**config.mk**
```make
export PLATFORM = sky130hd
export DESIGN_NAME = charbuf_writer
export DESIGN_NICKNAME = d
export VERILOG_FILES = /design/src/rtl/charbuf_writer.sv
export SDC_FILE = /design/constraint.sdc
export NUM_CORES = 1
export LEC_CHECK = 0
export CAP_MARGIN = 20
export CORE_MARGIN = 2
export CORE_UTILIZATION = 30
export CTS_CLUSTER_DIAMETER = 200
export CTS_CLUSTER_SIZE = 40
export DETAILED_ROUTE_END_ITERATION = 16
export SLEW_MARGIN = 30
export SYNTH_ARGS = -nofsm -noshare
export SYNTH_HDL_FRONTEND = slang
export SYNTH_SLANG_ARGS = --single-unit
```
**constraint.sdc**
```tcl
create_clock -name clk -period 3 [get_ports clk]
set_input_delay 0.45 -clock clk [delete_from_list [all_inputs] [get_ports clk]]
set_output_delay 0.45 -clock clk [all_outputs]
set_load 0.02 [all_outputs]
```
**src/rtl/charbuf_writer.sv**
```systemverilog
// ----------------------------------------------------------------------------
// charbuf_writer
//
// Producer for port A of the 64x32-cell colour character buffer. It takes a
// console byte stream over a valid/ready handshake, interprets a few control
// codes and writes 16-bit cells {attr[7:0], char[7:0]}. Attribute bytes have
// the background colour in the high nibble and the foreground in the low
// nibble. The block owns the cursor and the current attribute, and performs
// full-screen clears.
//
// Ports:
//   clk         system clock (shared with buffer port A)
//   rst         synchronous active-high reset
//   in_valid    input byte valid
//   in_ready    byte can be accepted this cycle
//   in_data     input byte
//   wr_ce       buffer write enable (registered, one cycle per write)
//   wr_addr     buffer address {row[4:0], col[5:0]}
//   wr_data     cell {attr, char}
//   cursor_col  current column
//   cursor_row  current row
//   busy        high while a clear sequence is writing
//
// Control codes: 0x08 BS, 0x0A LF, 0x0C FF (clear), 0x0D CR,
// 0x1B ESC (next byte becomes the attribute). Everything else is a glyph.
//
// Build option: define CHARBUF_WRITER_CLEAR_ON_RESET_EN to run a full clear
// with DEFAULT_ATTR automatically after rst is released. Without it the block
// idles after reset and the buffer keeps its initial contents.
//
// States:
//   ST_IDLE     | decoding bytes, cursor writes
//   ST_ESC_ATTR | next accepted byte becomes the attribute
//   ST_CLEAR    | writing {attr,0x20} to every cell of rows 0..ROWS-1
// ----------------------------------------------------------------------------
module charbuf_writer #(
    parameter int          COLS         = 60,
    parameter int          ROWS         = 17,
    parameter logic [7:0]  DEFAULT_ATTR = 8'h07
) (
    input  logic        clk,
    input  logic        rst,
    input  logic        in_valid,
    output logic        in_ready,
    input  logic [7:0]  in_data,
    output logic        wr_ce,
    output logic [10:0] wr_addr,
    output logic [15:0] wr_data,
    output logic [5:0]  cursor_col,
    output logic [4:0]  cursor_row,
    output logic        busy
);

    typedef enum logic [1:0] {
        ST_IDLE     = 2'd0,
        ST_ESC_ATTR = 2'd1,
        ST_CLEAR    = 2'd2
    } state_t;

    localparam logic [5:0]  LAST_COL  = 6'(COLS - 1);
    localparam logic [4:0]  LAST_ROW  = 5'(ROWS - 1);
    // The clear walks the full 64-cell stride, including invisible columns.
    localparam logic [10:0] CLR_LAST  = {LAST_ROW, 6'h3F};
    localparam logic [7:0]  CH_BS     = 8'h08;
    localparam logic [7:0]  CH_LF     = 8'h0A;
    localparam logic [7:0]  CH_FF     = 8'h0C;
    localparam logic [7:0]  CH_CR     = 8'h0D;
    localparam logic [7:0]  CH_ESC    = 8'h1B;
    localparam logic [7:0]  CH_SPACE  = 8'h20;

    state_t        state_q, state_d;
    logic [5:0]    col_q, col_d;
    logic [4:0]    row_q, row_d;
    logic [7:0]    attr_q, attr_d;
    logic [10:0]   clr_addr_q, clr_addr_d;
    logic          wr_ce_q, wr_ce_d;
    logic [10:0]   wr_addr_q, wr_addr_d;
    logic [15:0]   wr_data_q, wr_data_d;
    logic          busy_q, busy_d;
    logic          start_clr;
    logic          accept;
    logic [4:0]    row_inc;

`ifdef CHARBUF_WRITER_CLEAR_ON_RESET_EN
    logic          start_clr_q, start_clr_d;
    assign start_clr = start_clr_q;
`else
    assign start_clr = 1'b0;
`endif

    // busy_q tracks the cycles in which a clear write is on the outputs, so
    // in_ready stays low through the last clear write even though the state
    // has already returned to IDLE.
    assign in_ready   = !rst && !busy_q && !start_clr;
    assign accept     = in_valid && in_ready;
    assign row_inc    = (row_q == LAST_ROW) ? 5'd0 : row_q + 5'd1;

    assign wr_ce      = wr_ce_q;
    assign wr_addr    = wr_addr_q;
    assign wr_data    = wr_data_q;
    assign cursor_col = col_q;
    assign cursor_row = row_q;
    assign busy       = busy_q;

    always_comb begin
        state_d    = state_q;
        col_d      = col_q;
        row_d      = row_q;
        attr_d     = attr_q;
        clr_addr_d = clr_addr_q;
        wr_ce_d    = 1'b0;
        wr_addr_d  = wr_addr_q;
        wr_data_d  = wr_data_q;
        busy_d     = 1'b0;
`ifdef CHARBUF_WRITER_CLEAR_ON_RESET_EN
        start_clr_d = start_clr_q;
`endif

        case (state_q)
            ST_IDLE: begin
                if (start_clr) begin
`ifdef CHARBUF_WRITER_CLEAR_ON_RESET_EN
                    start_clr_d = 1'b0;
`endif
                    state_d    = ST_CLEAR;
                    wr_ce_d    = 1'b1;
                    wr_addr_d  = 11'd0;
                    wr_data_d  = {attr_q, CH_SPACE};
                    clr_addr_d = 11'd1;
                    busy_d     = 1'b1;
                end else if (accept) begin
                    case (in_data)
                        CH_BS: begin
                            if (col_q != 6'd0) begin
                                col_d     = col_q - 6'd1;
                                wr_ce_d   = 1'b1;
                                wr_addr_d = {row_q, col_q - 6'd1};
                                wr_data_d = {attr_q, CH_SPACE};
                            end
                        end
                        CH_LF:  row_d = row_inc;
                        CH_CR:  col_d = 6'd0;
                        CH_ESC: state_d = ST_ESC_ATTR;
                        CH_FF: begin
                            // First clear write is issued on the accepting edge.
                            state_d    = ST_CLEAR;
                            wr_ce_d    = 1'b1;
                            wr_addr_d  = 11'd0;
                            wr_data_d  = {attr_q, CH_SPACE};
                            clr_addr_d = 11'd1;
                            busy_d     = 1'b1;
                        end
                        default: begin
                            wr_ce_d   = 1'b1;
                            wr_addr_d = {row_q, col_q};
                            wr_data_d = {attr_q, in_data};
                            if (col_q == LAST_COL) begin
                                col_d = 6'd0;
                                row_d = row_inc;
                            end else begin
                                col_d = col_q + 6'd1;
                            end
                        end
                    endcase
                end
            end

            ST_ESC_ATTR: begin
                if (accept) begin
                    attr_d  = in_data;
                    state_d = ST_IDLE;
                end
            end

            ST_CLEAR: begin
                wr_ce_d   = 1'b1;
                wr_addr_d = clr_addr_q;
                wr_data_d = {attr_q, CH_SPACE};
                busy_d    = 1'b1;
                if (clr_addr_q == CLR_LAST) begin
                    state_d    = ST_IDLE;
                    col_d      = 6'd0;
                    row_d      = 5'd0;
                    clr_addr_d = 11'd0;
                end else begin
                    clr_addr_d = clr_addr_q + 11'd1;
                end
            end

            default: state_d = ST_IDLE;
        endcase
    end

    always_ff @(posedge clk) begin
        if (rst) begin
            state_q    <= ST_IDLE;
            col_q      <= 6'd0;
            row_q      <= 5'd0;
            attr_q     <= DEFAULT_ATTR;
            clr_addr_q <= 11'd0;
            wr_ce_q    <= 1'b0;
            wr_addr_q  <= 11'd0;
            wr_data_q  <= 16'd0;
            busy_q     <= 1'b0;
`ifdef CHARBUF_WRITER_CLEAR_ON_RESET_EN
            start_clr_q <= 1'b1;
`endif
        end else begin
            state_q    <= state_d;
            col_q      <= col_d;
            row_q      <= row_d;
            attr_q     <= attr_d;
            clr_addr_q <= clr_addr_d;
            wr_ce_q    <= wr_ce_d;
            wr_addr_q  <= wr_addr_d;
            wr_data_q  <= wr_data_d;
            busy_q     <= busy_d;
`ifdef CHARBUF_WRITER_CLEAR_ON_RESET_EN
            start_clr_q <= start_clr_d;
`endif
        end
    end

endmodule

```
After elaboration in Yosys (flattened, before gate mapping)
Index checks and enable logic that the tools add are counted.
{"block": "op_classes", "n_addsub": 4, "eq_ne": 20, "mux": 36, "reduce_logical": 16}
{"cell": "$mux W11", "count": 5}
{"cell": "$pmux W16 S3", "count": 1}
{"cell": "$pmux W11 S2", "count": 2}
{"cell": "$pmux W11 S3", "count": 1}
{"cell": "$eq A8 B4 Y1 const B", "count": 4}
{"cell": "$mux W16", "count": 2}
{"cell": "$pmux W16 S2", "count": 1}
{"cell": "$mux W6", "count": 4}
{"cell": "$mux W5", "count": 4}
{"cell": "$pmux W5 S2", "count": 2}
{"cell": "$pmux W6 S3", "count": 1}
{"cell": "$ne A2 B2 Y1 const B", "count": 6}
{"cell": "$pmux W6 S2", "count": 1}
{"cell": "$add A11 B1 Y11 const B", "count": 1}
{"cell": "$eq A11 B11 Y1 const B", "count": 1}
{"cell": "$reduce_and A5 Y1", "count": 2}
{"cell": "$eq A8 B5 Y1 const B", "count": 1}
{"cell": "$reduce_and A4 Y1", "count": 2}
{"cell": "$add A6 B1 Y6 const B", "count": 1}
{"cell": "$eq A6 B6 Y1 const B", "count": 1}
{"cell": "$mux W2", "count": 3}
{"cell": "$pmux W1 S2", "count": 3}
{"cell": "$pmux W2 S3", "count": 1}
{"cell": "$reduce_bool A6 Y1", "count": 1}
{"cell": "19 further kinds", "count": 25}
{"block": "word_totals", "reg_bits": 61, "out_inout_bits": 41, "word_cells": 85}

Depth between registers and ports, before layout
{"block": "depth", "word_depth": 6, "ltp_mapped": 8, "ltp_nobuf": 7}

Worst setup path before layout
OpenSTA, ideal clock, no wires.
{"block": "synth_path", "kind": "input to register", "from": "input port in_data[1]", "to": "register wr_addr_q[0] (netlist: wr_addr[0])", "setup_time_ps": 72, "arrival_ps": 2259, "required_time_ps": 2928, "setup_slack_ps": 670, "path_stages": 8, "n_path_buf": 3, "path_cell_list": "buf_2 or3_1 or3_1 buf_2 o211a_4 o21ai_2 buf_6 mux2i_1"}
{"block": "synth_between", "elab_chain_cells": 5}
{"element": "from (decl)", "line_no": "45", "source": "input logic [7:0] in_data,"}
{"element": "$eq A8 B5 Y1 or $eq A8 B4 Y1 (tied branches)", "line_no": "132", "source": "case (in_data)"}
{"element": "$reduce_or A3 Y1 (no source line)"}
{"element": "$pmux W11 S3", "line_no": "132"}
{"element": "$mux W11", "line_no": "131", "source": "end else if (accept) begin"}
{"element": "$pmux W11 S2", "line_no": "119", "source": "case (state_q)"}
{"element": "to (signal assigned)", "line_no": "215", "source": "wr_addr_q <= wr_addr_d;"}
{"element": "to (decl)", "line_no": "77", "source": "logic [10:0] wr_addr_q, wr_addr_d;"}
Several ways; a longest one is shown, not always the timed one. The select of a mux whose other input is x is not followed.
A chain may end at the register's enable or synchronous reset.

Worst setup path in the final report
{"block": "layout_path", "from": "input port in_data[5]", "to": "register col_q[3] (netlist: cursor_col[3])"}
{"block": "layout_between", "elab_chain_cells": 5}
{"element": "$eq A8 B4 Y1 or $eq A8 B5 Y1 (tied branches)", "line_no": "132"}
{"element": "$reduce_or A3 Y1 (no source line)"}
{"element": "$pmux W6 S3", "line_no": "132"}
{"element": "$mux W6", "line_no": "131"}
{"element": "$pmux W6 S2", "line_no": "119"}
{"element": "to (signal assigned)", "line_no": "210", "source": "col_q <= col_d;"}
{"element": "to (decl)", "line_no": "72", "source": "logic [5:0] col_q, col_d;"}
Several ways; a longest one is shown, not always the timed one. The select of a mux whose other input is x is not followed.

==> results.sh <==
export IMPL_outcome="completed"
export IMPL_hpwl_um=6860
export IMPL_antenna_found_initial=0
export IMPL_start_util_pct=31.0
export IMPL_grt_ovfl_total=0
export IMPL_insertedDiodeCount=0
export IMPL_clockBufferDepth=2
export IMPL_multi_input_area_um2=1960
export IMPL_postRouteAntennaNets=0
export IMPL_cts_hold_fix_buffers=0
export IMPL_chipHeight_um=110
export IMPL_avgSynthCellArea_um2=8.23
export IMPL_io_pins=52
export IMPL_synth_area_leaders="dfxtp_1, mux2i_1, nand2_1"
export IMPL_crit_chain="clkdlybuf4s50_1 -> or4b_1 -> buf_4 -> nor4_1 -> o21bai_1 -> o221ai_1 -> a32o_1"
export IMPL_core_area_um2=10900
export IMPL_vias=3248
export IMPL_finalHoldViolations=0
export IMPL_cts_tree="done"
export IMPL_yosysSeqAreaShare_pct=36.0
export IMPL_clock_latency_ps=330
export IMPL_critPathCaptureType="flip-flop"
export IMPL_use_met2_pct=26.1
export IMPL_dieArea_um2=12200
export IMPL_synth_seq_cells=61
export IMPL_ys_flop_type="dfxtp_1"
export IMPL_worstMarginPinSlew_ps=783
export IMPL_cts_root_buf="clkbuf_16"
export IMPL_slowest_delay_ps=550
export IMPL_htreeDepth=3
export IMPL_synth_top_area_share_pct=36.0
export IMPL_crit_buf_inv=2
export IMPL_netlist_instances=412
export IMPL_place_congestion=0.832
export IMPL_synthMostInstantiatedCell="dfxtp_1"
export IMPL_seqCellArea_um2=1220
export IMPL_nFillCells=1121
export IMPL_max_cap_viol_count=0
export IMPL_powerDensity_nw_per_um2=488
export IMPL_slew_violations=0
export IMPL_num_rows=38
export IMPL_synthToLayoutAreaGrowth_pct=30.7
export IMPL_drt_pre_antenna_iters=5
export IMPL_slew_headroom_pct=47.7
export IMPL_grt_use_total_pct=16.5
export IMPL_setup_viol=0
export IMPL_drt_iter0_drc=224
export IMPL_clkSinkCount=61
export IMPL_post_route_util_pct=40.5
export IMPL_final_setup_skew_ps=6.28
export IMPL_routed_wl_um=9540
export IMPL_synth_xor_xnor_area_share_pct=1.03
export IMPL_grt_pass1_vias=3086
export IMPL_grt_pass1_wl_um=15600
export IMPL_port_buffers=51
export IMPL_async_flop_share_pct=0
export IMPL_r2r_cells=6
export IMPL_cp_arrival_ps=2810
export IMPL_cp_start_kind="primary input"
export IMPL_cp_num_cells=7
export IMPL_nets=484
export IMPL_min_period_over_period_pct=86.2
export IMPL_synth_top_area_cell="dfxtp_1"
export IMPL_grt_busiest_layer="met2"
export IMPL_synth_fa_ha_area_share_pct=2.21
export IMPL_max_vdd_ir_drop_mv=0.256
export IMPL_met1_usage_pct=22.0
export IMPL_synth_edf_count=0
export IMPL_setup_tns_ps=0
export IMPL_synth_simple_gate_area_share_pct=24.1
export IMPL_postCtsSetupRepairBufs=0
export IMPL_synth_compound_area_share_pct=22.7
export IMPL_synth_cell_types=67
export IMPL_path_delay_family="simple AND/OR/NAND/NOR gates"
export IMPL_numCtsBuffers=9
export IMPL_slowest_stage="or4b_1"
export IMPL_synth_top_family_by_area="simple AND/OR/NAND/NOR gates"
export IMPL_worstPathMaxFanout=10
export IMPL_p_total_uw=2160
export IMPL_grt_max_degree=46
export IMPL_synth_warnings=0
export IMPL_wire_per_inst_um=15.6
export IMPL_min_path_cells=2
export IMPL_path_clk_slew_ps=60
export IMPL_synth_area_um2=3390
export IMPL_crit_type="in -> reg"
export IMPL_viasPerCell=5.31
export IMPL_drc=0
export IMPL_fmax_mhz=387
export IMPL_rsz0062_at_grt="false"
export IMPL_cp_required_ps=3220
export IMPL_hp_class="reg -> reg"
export IMPL_synthMuxAreaShare_pct=7.68
export IMPL_drive_above_1_share_pct=11.0
export IMPL_ys_top_cells_by_count="dfxtp_1, nand2_1, nor2_1, clkbuf_1, mux2i_1"
export IMPL_period_minus_slack_ps=2590
export IMPL_rrSetupSlack_ps=750
export IMPL_synth_fp_nets=429
export IMPL_p_leak_uw=0.00166
export IMPL_die_w_um=110
export IMPL_use_met3_pct=3.70
export IMPL_cts_resized=0
==> worst paths after layout <==
check / start / endpoint
max: in_data[5] / cursor_col[3]
max reg2reg: cursor_col[0] / cursor_row[3]
min reg2reg: wr_data[4] / wr_data[4]
min: wr_data[4] / wr_data[4]
==> state kept, by name, summed over array words and instances, names as in the netlist <==
| register | count |
|---|---|
| wr_data | 16 |
| attr_q | 8 |
| cursor_col | 6 |
| wr_ce | 1 |
| state_q | 2 |
| cursor_row | 5 |
| wr_addr | 11 |
| busy | 1 |
| clr_addr_q | 11 |
==> routing by layer <==
layer	part of all wire, %	up-vias
met5	0	-
met4	1.2	0
met3	4.3	10
met2	47	62
met1	48	1543
li1	-	1633
==> worst reg2reg max path: stages (launching register included) <==
cell	delay, ps
dfxtp_1	540
ha_1	310
nand4_1	160
a2bb2oi_1	210
a211o_1	340
or4b_1	510
o211ai_1	100
==> where the power goes <==
| part | internal [uW] | switching (uW) |
|---|---|---|
| Sequential | 832 | 19.3 |
| Combinational | 122 | 154 |
| Clock | 645 | 388 |
==> area by class of cell <==
| type | count | area share [%] |
|---|---|---|
| clock buffers | 9 | 5.08 |
| clock inverters | 7 | 1.69 |
| inverters | 19 | 1.61 |
| multi-input cells | 299 | 44.2 |
| flip-flops and latches | 61 | 27.6 |
| well taps | 140 | 3.95 |
| repair buffers | 77 | 15.9 |
==> cells by family (layout without fill, tap and decap cells) <==
kind of cell               after synthesis  after routing
DFF                                     61             61
adders and majority gates                6              6
AOI/OAI and AO/OA                      102            102
xor gates and xnor gates                 4              4
and+or+nand+nor                        161            161
muxes                                   26             26
buffers and inverters                   52            112
==> through the flow <==
stage | area (um^2) | worst slack [ps] | instances | hold slack, ps
3_5_place_dp | 4130 | 62.7 | 596 | 444
6_report | 4430 | 415 | 612 | 449
3_3_place_gp | 4130 | 121 | 596 | 441
4_1_cts | 4430 | 410 | 612 | 451
5_1_grt | 4430 | 263 | 612 | 463
2_1_floorplan | 3390 | 670 | 412 | 438
==> placed cells by master, fill, tap and decap left out, types with 3 or more instances in the layout <==
| cell | Yosys | routed |
|---|---|---|
| ha_1 | 6 | 6 |
| nand2b_1 | 3 | 3 |
| clkinvlp_4 | 0 | 3 |
| xnor2_1 | 4 | 4 |
| and3_1 | 4 | 4 |
| o221ai_1 | 4 | 4 |
| o41ai_1 | 3 | 3 |
| and2_1 | 3 | 3 |
| nor4_1 | 6 | 6 |
| a31oi_1 | 3 | 3 |
| a211oi_1 | 14 | 14 |
| nand2_1 | 59 | 59 |
| o31ai_1 | 6 | 6 |
| nor3_1 | 11 | 11 |
| nand4_1 | 9 | 9 |
| o211ai_1 | 5 | 5 |
| or3_1 | 3 | 3 |
| clkdlybuf4s50_1 | 0 | 51 |
| a41oi_1 | 3 | 3 |
| nand3_1 | 10 | 10 |
| clkbuf_16 | 0 | 9 |
| a211o_1 | 3 | 3 |
| nor2_1 | 28 | 28 |
| o21ai_1 | 6 | 6 |
| buf_4 | 0 | 26 |
| inv_1 | 18 | 18 |
| a21oi_1 | 11 | 11 |
| nor2b_1 | 5 | 5 |
| mux2i_1 | 26 | 26 |
| o21ai_0 | 15 | 15 |
| dfxtp_1 | 61 | 61 |
Power figures use the tool's default switching activity.
